`config.mk`:
```
export PLATFORM = sky130hd
export DESIGN_NAME = iot_event_scheduler
export DESIGN_NICKNAME = d
export VERILOG_FILES = /design/src/rtl/iot_event_scheduler_pkg.sv /design/src/rtl/iot_event_scheduler_rr_arbiter.sv /design/src/rtl/iot_event_scheduler.sv
export SDC_FILE = /design/constraint.sdc
export NUM_CORES = 1
export LEC_CHECK = 0
export CAP_MARGIN = 20
export CORE_AREA = 2 2 51 53
export CTS_CLUSTER_SIZE = 12
export DETAILED_ROUTE_END_ITERATION = 10
export DIE_AREA = 0 0 53 55
export PLACE_DENSITY = 0.77
export SLEW_MARGIN = 20
export SYNTH_ARGS = -nofsm -noshare
export SYNTH_HDL_FRONTEND = slang
export SYNTH_SLANG_ARGS = --single-unit
```
`constraint.sdc`:
```
create_clock -name clk -period 1.8 [get_ports clk]
set_input_delay 0.18 -clock clk [delete_from_list [all_inputs] [get_ports clk]]
set_output_delay 0.18 -clock clk [all_outputs]
set_load 0.01 [all_outputs]
```
`src/rtl/iot_event_scheduler_pkg.sv`:
```
// Shared code constants, FSM encoding and sizing helper for the IoT event scheduler.
package iot_event_scheduler_pkg;

   localparam logic [1:0] CODE_NONE = 2'b00;
   localparam logic [1:0] CODE_RISE = 2'b01;
   localparam logic [1:0] CODE_FALL = 2'b10;
   localparam logic [1:0] CODE_BOTH = 2'b11;

   typedef enum logic [1:0] {
      ST_IDLE = 2'd0,
      ST_SEND = 2'd1,
      ST_GAP  = 2'd2
   } state_e;

   // Gap counter must hold GAP_CYCLES; keep at least one bit when the gap is disabled.
   function automatic int cnt_width(input int gap);
      return (gap > 0) ? $clog2(gap + 1) : 1;
   endfunction

endpackage

```
`src/rtl/iot_event_scheduler_rr_arbiter.sv`:
```
// Combinational round-robin arbiter: first request at or after ptr, wrapping modulo N_CH.
module rr_arbiter #(
   parameter int N_CH = 3,
   parameter int CHW  = 2
) (
   input  logic [N_CH-1:0] req,
   input  logic [CHW-1:0]  ptr,
   output logic [N_CH-1:0] gnt,
   output logic [CHW-1:0]  gnt_idx,
   output logic            gnt_valid
);

   // Outer loop walks the priority order starting at ptr; only real channels can match.
   always_comb begin
      gnt       = '0;
      gnt_idx   = '0;
      gnt_valid = 1'b0;
      for (int k = 0; k < N_CH; k++) begin
         for (int i = 0; i < N_CH; i++) begin
            if (!gnt_valid && req[i] && (((int'(ptr) + k) % N_CH) == i)) begin
               gnt[i]    = 1'b1;
               gnt_idx   = CHW'(i);
               gnt_valid = 1'b1;
            end
         end
      end
   end

endmodule

```
`src/rtl/iot_event_scheduler.sv`:
```
// Latches per-channel change codes as pending events and serialises them onto a
// valid/ready report port with round-robin fairness and a minimum inter-report gap.
module iot_event_scheduler
   import iot_event_scheduler_pkg::*;
#(
   parameter int N_CH       = 3,
   parameter int CHW        = 2,
   parameter int GAP_CYCLES = 4
) (
   input  logic              clk,
   input  logic              rst,
   input  logic              en,
   input  logic [2*N_CH-1:0] data_in,
   input  logic              ev_ready,
   input  logic              clr_overflow,
   output logic              ev_valid,
   output logic [CHW-1:0]    ev_ch,
   output logic [1:0]        ev_code,
   output logic [N_CH-1:0]   pending,
   output logic [N_CH-1:0]   overflow,
   output logic              busy
);

   localparam int              CNT_W    = cnt_width(GAP_CYCLES);
   localparam logic [CNT_W-1:0] GAP_LOAD = CNT_W'(GAP_CYCLES);

   state_e                 state_q, state_d;
   logic [N_CH-1:0]        pend_q, pend_d;
   logic [N_CH-1:0][1:0]   pend_code_q, pend_code_d;
   logic [N_CH-1:0]        ovf_q, ovf_d;
   logic [CHW-1:0]         ptr_q, ptr_d;
   logic [CNT_W-1:0]       cnt_q, cnt_d;
   logic [CHW-1:0]         ev_ch_q, ev_ch_d;
   logic [1:0]             ev_code_q, ev_code_d;

   logic [N_CH-1:0]        gnt;
   logic [CHW-1:0]         gnt_idx;
   logic                   gnt_valid;
   logic                   take;
   logic                   accept;

   rr_arbiter #(
      .N_CH (N_CH),
      .CHW  (CHW)
   ) u_arb (
      .req       (pend_q),
      .ptr       (ptr_q),
      .gnt       (gnt),
      .gnt_idx   (gnt_idx),
      .gnt_valid (gnt_valid)
   );

   always_ff @(posedge clk) begin
      if (rst) state_q <= ST_IDLE;
      else     state_q <= state_d;
   end

   always_comb begin
      state_d = state_q;
      case (state_q)
         ST_IDLE: if (gnt_valid) state_d = ST_SEND;
         ST_SEND: if (ev_ready)  state_d = (GAP_CYCLES > 0) ? ST_GAP : ST_IDLE;
         ST_GAP:  if (cnt_q <= CNT_W'(1)) state_d = ST_IDLE;
         default: state_d = ST_IDLE;
      endcase
   end

   always_comb begin
      take     = (state_q == ST_IDLE) && gnt_valid;
      accept   = (state_q == ST_SEND) && ev_ready;
      ev_valid = (state_q == ST_SEND);
      busy     = (state_q != ST_IDLE) || (|pend_q);
   end

   // A capture on a channel being granted this cycle starts a fresh event, not an overflow.
   always_comb begin
      pend_d      = pend_q;
      pend_code_d = pend_code_q;
      ovf_d       = clr_overflow ? '0 : ovf_q;
      for (int i = 0; i < N_CH; i++) begin
         if (en && (data_in[2*i +: 2] != CODE_NONE)) begin
            if (pend_q[i] && !(take && gnt[i])) ovf_d[i] = 1'b1;
            pend_d[i]      = 1'b1;
            pend_code_d[i] = data_in[2*i +: 2];
         end else if (take && gnt[i]) begin
            pend_d[i] = 1'b0;
         end
      end
   end

   always_comb begin
      ev_ch_d   = ev_ch_q;
      ev_code_d = ev_code_q;
      ptr_d     = ptr_q;
      cnt_d     = cnt_q;
      if (take) begin
         ev_ch_d = gnt_idx;
         for (int i = 0; i < N_CH; i++) begin
            if (gnt[i]) ev_code_d = pend_code_q[i];
         end
         ptr_d = (gnt_idx == CHW'(N_CH - 1)) ? '0 : gnt_idx + CHW'(1);
      end
      if (accept) begin
         cnt_d = GAP_LOAD;
      end else if (state_q == ST_GAP) begin
         cnt_d = cnt_q - CNT_W'(1);
      end
   end

   always_ff @(posedge clk) begin
      if (rst) begin
         pend_q      <= '0;
         pend_code_q <= '0;
         ovf_q       <= '0;
         ptr_q       <= '0;
         cnt_q       <= '0;
         ev_ch_q     <= '0;
         ev_code_q   <= '0;
      end else begin
         pend_q      <= pend_d;
         pend_code_q <= pend_code_d;
         ovf_q       <= ovf_d;
         ptr_q       <= ptr_d;
         cnt_q       <= cnt_d;
         ev_ch_q     <= ev_ch_d;
         ev_code_q   <= ev_code_d;
      end
   end

   assign ev_ch    = ev_ch_q;
   assign ev_code  = ev_code_q;
   assign pending  = pend_q;
   assign overflow = ovf_q;

endmodule

```
==> results of run 1 <==
## cell families (layout without fill, tap and decap cells)
group,Yosys count,after routing,share of synthesized area
adders and majority gates,4,4,0.0451
DFF,23,23,0.415
AOI/OAI and AO/OA,40,40,0.246
buffers and inverters,11,35,0.0384
muxes,2,2,0.0181
and+or+nand+nor,53,53,0.237
## sequential cells by signal, indices dropped and copies added (netlist names)
signal,count
ptr_q,2
cnt_q,3
overflow,3
ev_ch,2
pending,3
pend_code_q,6
ev_code,2
state_q,2
## metrics by stage
step / util / instances / setup TNS (ns)
floorplan: - / 133 / 0
CTS: 0.590 / 185 / 0
finish: 0.605 / 187 / 0
global route: 0.605 / 187 / -0.0196
detailed placement: 0.572 / 181 / -0.00241
global placement: 0.572 / 181 / 0
## layout make-up
cell class                      count  share of cell area
Clock inverter                      1             0.00350
Tap cell                           30              0.0262
Multi-Input combinational cell     99               0.444
Sequential cell                    23               0.325
Inverter                            6              0.0157
Timing Repair Buffer               25               0.170
Clock buffer                        3              0.0157
## timing repair
item                       in CTS  in global routing
setup buffers                   0                  2
pin swaps                       0                  2
cloned                          0                  0
hold endpoints to repair        0                  0
resized for setup               2                  7
setup endpoints to repair       2                 10
hold buffers                    0                  0
## final timing paths
path / start / to / slack [ns] / cells after the start
worst max-delay path: state_q[1] / busy / 0.1 / 3
worst min-delay path: data_in[4] / pend_code_q[4] / 0.41 / 3
worst max register to register: ptr_q[0] / ev_code[0] / 0.1 / 6
worst min register to register: ev_ch[0] / ev_ch[0] / 0.47 / 2
## layer usage
| layer | up-vias | GRT usage | routed length (um) | share of wire |
|---|---|---|---|---|
| li1 | 509 | - | - | - |
| met1 | 477 | 0.220 | 1050 | 0.44 |
| met2 | 21 | 0.338 | 1230 | 0.51 |
| met3 | 5 | 0.0242 | 83 | 0.034 |
| met4 | 0 | 0.0897 | 44 | 0.018 |
| met5 | - | 0 | 0 | 0 |
## power by group through the flow
stage	Clock, mW	Sequential [mW]	Combinational (mW)
3_5_place_dp	0	0.618	0.387
4_1_cts	0.247	0.608	0.399
5_1_grt	0.267	0.622	0.471
2_1_floorplan	0	0.616	0.254
6_report	0.238	0.613	0.426
3_3_place_gp	0	0.617	0.374
## Yosys cell counts, types with 3 or more instances
library cell	instances	share of area
nor2_1	9	0.030
o21ai_0	7	0.032
a211oi_1	3	0.020
nand3b_1	3	0.020
clkbuf_1	3	0.010
ha_1	4	0.045
a21oi_1	19	0.086
and2_1	4	0.023
nand2b_1	8	0.045
nor3_1	3	0.014
dfxtp_1	23	0.42
nand2_1	20	0.068
inv_1	6	0.020
## critical path, cell delays in order, from the launching register on
cell             delay, ns
dfxtp_1               0.48
nor2_1                0.12
nand2_1               0.07
clkdlybuf4s50_1       0.53
==> results.md, run 1 <==
- Outcome: finished, final reports clean
- Worst path setup slack after routing: 0.0979 ns
- Core region area: between 0.002 and 0.0025 mm2
- Cell area after layout: around 0.0014 mm2
- Worst Setup Slack post-DPL: -0.00241 ns
- Mapped cell area: 0.00111 mm2
- Switching share of power: 0.329
- Cell Area, Placed: 0.00135 mm2
- Slew headroom: 0.727
- Worst Hold Slack: 0.413 ns
- Number of clock buffers inserted by TritonCTS: 3
- CTS tree: done
- Critical path class: reg -> out
- HPWL Detailed: 1.73 mm
- Leading cell type in the layout, fill and taps excluded: clkdlybuf4s50_1
- Vertical die dimension: 55 um
- Final-layout fill cell count: 219
- Number of routed nets with antenna violations: 0
- Sum of internal, switching and leakage power: 1.28 mW
- Number of diodes: 0
- Number of nets in the synthesized netlist: 148
- Comb pwr share: 0.333
- Commonest cells after routing, fill and taps aside: clkdlybuf4s50_1, nand2_1, a21oi_1, dfxtp_1, nor2_1
- Synth async-reset ratio: 0
- Most used flip-flop cell after synthesis: dfxtp_1
- Residual overflow from global routing: 0
- P_int: 0.857 mW
- CTS clk-pin slew, worst paths: 0.13 ns
- Fin Clk Skew: 0.0102 ns
- Post-route fraction of the period consumed by the critical path: 0.946
- Vias in the first global route: 937
- Lkg Pwr: about 0.52 nW
- Nets: 173
- Number of synthesis warnings: 0
- Register Area: around 470 um2
- Clk Latency, worst-skew pair: 0.32 ns
- Net switching power: 0.421 mW
- Vias per Instance: around 5.4
- Total via count in the routed design: 1012
- Quantity of I/O buffers inserted on ports: 22
- Worst Max-Slew Pin Slew: 0.406 ns
- First-pass GRT wire length: around 4 mm
- Layout cell share with drive strength beyond 1: 0.134
- Clock sink count: 23
- Width of the die: 53 um
- Number of antenna violations at the first check in global routing: 0
- Cells after Synth: around 130
- Type of element capturing the critical path: primary output
- Pin count of the biggest net entering global routing: 28
- Largest driver fanout on the critical path: 8
- Violation count after the first detailed-routing iteration: 10
- Req. time, crit path: 1.62 ns
- Syn avg cell area: 8.34 um2
- Drc violations: 0
- Min Clock Period, post-route: 1.70 ns
- Path type of the worst min-delay path: in -> reg
- Final-report max-slew violation count: 0
- Sequential share of the synthesized area: 0.415
- Final weighted congestion in routability-driven placement: 0.773
- Power Dens Cells: 893 mW/mm2
- Die area: 0.00292 mm2
- Global routing usage summed across all routing layers: 0.187
- Number of flops mapped to enable cells by yosys: 0
- Starting density of the core: 0.469
- Max VDD drop: 0.500 mV
- Max-Cap Viols: 0
- Final setup violation count: 0
- Share of power burned in registers: 0.480
- Number of top-level pins: 23
- Relative contribution of the clock network to total power: 0.187
- WP data arrival: 1.52 ns
- Growth of design area from synthesis to finish: 29.0%
- Final wirelength: about 2.4 mm
- Buffer levels on the longest clock path: 2
- Area used by multi-input combinational logic: roughly 630 um2
- Number of H-tree levels: 1
- Cell at the root of the clock tree: clkbuf_4
- Maximum frequency from static timing analysis: 0.588 GHz
- Row Count: 18
- Number of distinct library cells after synthesis: 29
- Count of final hold-check violations: 0
- Type of element launching the critical path: register
- Wire per inst: 12.9 um
- #FFs+latches synth: 23
- Detailed-router iteration count before antenna repair: 3
Power figures use the tool's default switching activity.
==> run 2, diff against run 1 <==
Settings changed: CORE_AREA 2 2 51 53 to 2 2 78 43, DIE_AREA 0 0 53 55 to 0 0 80 45, MAX_ROUTING_LAYER from default to met4, PLACE_DENSITY 0.77 to 0.66.
==> run 2 against run 1 <==
Fmax down 3.2%. Count of clock-buffer cells in the layout did not move. Clock power rose by 37%. Non-clock buffer count is 2 higher. Largest power group unchanged.
==> results.md, run 2 (same netlist as run 1, synthesis figures left out) <==
- Outcome: finished, final reports clean
- Type of element capturing the critical path: register
- Clk Latency, worst-skew pair: 0.26 ns (-0.06 ns)
- Vias in the first global route: 932 (-0.53%)
- Highest-delay cell along the critical path: o41ai_2
- CTS tree: done
- Detailed-router iteration count before antenna repair: 7 (+4)
- Lkg Pwr: 0.546 nW (+4.7%)
- Total via count in the routed design: 1061 (+4.8%)
- Number of H-tree levels: 1 (unchanged)
- Max FFs per register: 6 (unchanged)
- Req. time, crit path: 1.96 ns (+0.34 ns)
- Pin count of the biggest net entering global routing: 20 (-29%)
- HPWL Detailed: 2.07 mm (+20%)
- Core region area: 0.00287 mm2 (+21%)
- CTS clk-pin slew, worst paths: 0.08 ns (-0.05 ns)
- Fin Clk Skew: 0.00279 ns (-0.00742 ns)
- Total negative slack for setup checks: 0 ns (unchanged)
- Wire per inst: 14.5 um (+12%)
- Residual overflow from global routing: 0 (unchanged)
- Final wirelength: 2.88 mm (+20%)
- Number of antenna violations at the first check in global routing: 0 (unchanged)
- Drc violations: 0 (unchanged)
- Final-report max-slew violation count: 0 (unchanged)
- Worst Setup Slack post-DPL: -0.0697 ns (-0.0673 ns)
- Largest driver fanout on the critical path: 9 (+1)
- Quantity of I/O buffers inserted on ports: 22 (unchanged)
- Nets: 175 (+1.2%)
- Worst path setup slack after routing: 0.0415 ns (-0.0563 ns)
- Buffer levels on the longest clock path: 2 (unchanged)
- Sum of internal, switching and leakage power: 1.41 mW (+10%)
- WP data arrival: 1.92 ns (+0.40 ns)
- Maximum frequency from static timing analysis: 0.569 GHz (-3.2%)
- Number of clock buffers inserted by TritonCTS: 3 (unchanged)
- Number of top-level pins: 23 (unchanged)
- Max VDD drop: 0.336 mV (-33%)
- Final-layout fill cell count: 260 (+19%)
- Worst Max-Slew Pin Slew: 0.564 ns (+0.158 ns)
- Vertical die dimension: 45 um (-18%)
- Global routing usage summed across all routing layers: 0.169 (-0.0176)
- Row Count: 14 (-4)
- Number of routed nets with antenna violations: 0 (unchanged)
- Width of the die: 80 um (+51%)
- Layout cell share with drive strength beyond 1: 0.170 (+0.0361)
- Vias per Instance: 5.33 (-1.5%)
- Starting density of the core: 0.386 (-0.0829)
- Cell-by-cell listing of the critical path: inv_2, ha_4, nor3_4, nor3_1, nand2b_2, o41ai_2
- Die area: 0.00360 mm2 (+23%)
- Critical path class: reg -> reg
- Post-route fraction of the period consumed by the critical path: 0.977 (+0.0313)
- Register with the highest flop count: pend_code_q
- Path type of the worst min-delay path: reg -> reg
- Violation count after the first detailed-routing iteration: 78 (+68)
- Type of element launching the critical path: register
- Power Dens Cells: 941 mW/mm2 (+5.4%)
- Min Clock Period, post-route: 1.76 ns (+0.0563 ns)
- Max-Cap Viols: 0 (unchanged)
- Growth of design area from synthesis to finish: 35.1%
- CTS hold repair buffers: 0 (unchanged)
- Slew headroom: 0.620 (-0.107)
- First-pass GRT wire length: 4.38 mm (+11%)
- Commonest cells after routing, fill and taps aside: clkdlybuf4s50_1, nand2_1, dfxtp_1, a21oi_1, nor2_1
- Cell at the root of the clock tree: clkbuf_8
- Final setup violation count: 0 (unchanged)
- Number of diodes: 0 (unchanged)
- Worst path max stage delay: 0.37 ns (-0.16 ns)
- Count of final hold-check violations: 0 (unchanged)
- Leading cell type in the layout, fill and taps excluded: clkdlybuf4s50_1
- Final weighted congestion in routability-driven placement: 0.736 (-4.8%)
- Clock sink count: 23 (unchanged)
==> run 2: final timing paths <==
check / startpoint / to / slack, ns / cells past startpoint
setup / recovery: ptr_q[0] / ev_code[1] / 0.04 / 6
hold / removal: overflow[0] / overflow[0] / 0.47 / 2
setup reg to reg: ptr_q[0] / ev_code[1] / 0.04 / 6
hold reg to reg: overflow[0] / overflow[0] / 0.47 / 2
==> run 2: worst max-delay path: cells and delay by family (launching register included) <==
family,cells,cell delay [ns]
flip-flops,1,0.36
buffers and inverters,1,0.05
AO/OA/AOI/OAI,1,0.37
AND/OR/NAND/NOR,3,0.59
adder cells (fa/ha/maj),1,0.30
==> run 2: timing repair <==
item                       in CTS  in global routing
pin swaps                       2                  4
setup endpoints to repair       3                  7
resized for setup               2                 13
setup buffers                   0                  3
==> run 2: metal layers <==
| metal | wire length [um] | global-route usage | vias up |
|---|---|---|---|
| li1 | - | - | 516 |
| met1 | 1390 | 0.227 | 500 |
| met2 | 1280 | 0.232 | 41 |
| met3 | 182 | 0.0600 | 4 |
| met4 | 29 | 0.0678 | 0 |
| met5 | 0 | - | - |
==> run 2: final cells by class <==
class	instances	area, um2	area share
clock inverters	1	5.00	0.00334
flip-flops and latches	23	467	0.312
inverters	6	22.5	0.0150
clock buffers	3	41.3	0.0276
well taps	40	50.0	0.0334
repair buffers	27	258	0.172
multi-input cells	99	654	0.437
==> run 2: power breakdown <==
| group | internal, mW | switching [mW] | total (mW) |
|---|---|---|---|
| Clock | 0.155 | 0.171 | 0.325 |
| Combinational | 0.232 | 0.234 | 0.466 |
| Sequential | 0.561 | 0.0580 | 0.619 |
| Total | 0.947 | 0.462 | 1.41 |
==> run 2: stage by stage <==
stage	util	hold slack (ns)	cells	instance area [um2]
finish	0.521	0.466	199	1500
global route	0.521	0.483	199	1500
CTS	0.496	0.468	196	1420
detailed placement	0.478	0.446	192	1370
global placement	0.478	0.443	192	1370
floorplan	-	0.278	133	1110
==> run 3, diff against run 2 <==
Settings changed: ABC_CLOCK_PERIOD_IN_PS from default to 1800.
==> results of run 3 <==
No change in the layout: final DEF, timing and power equal those of run 2.
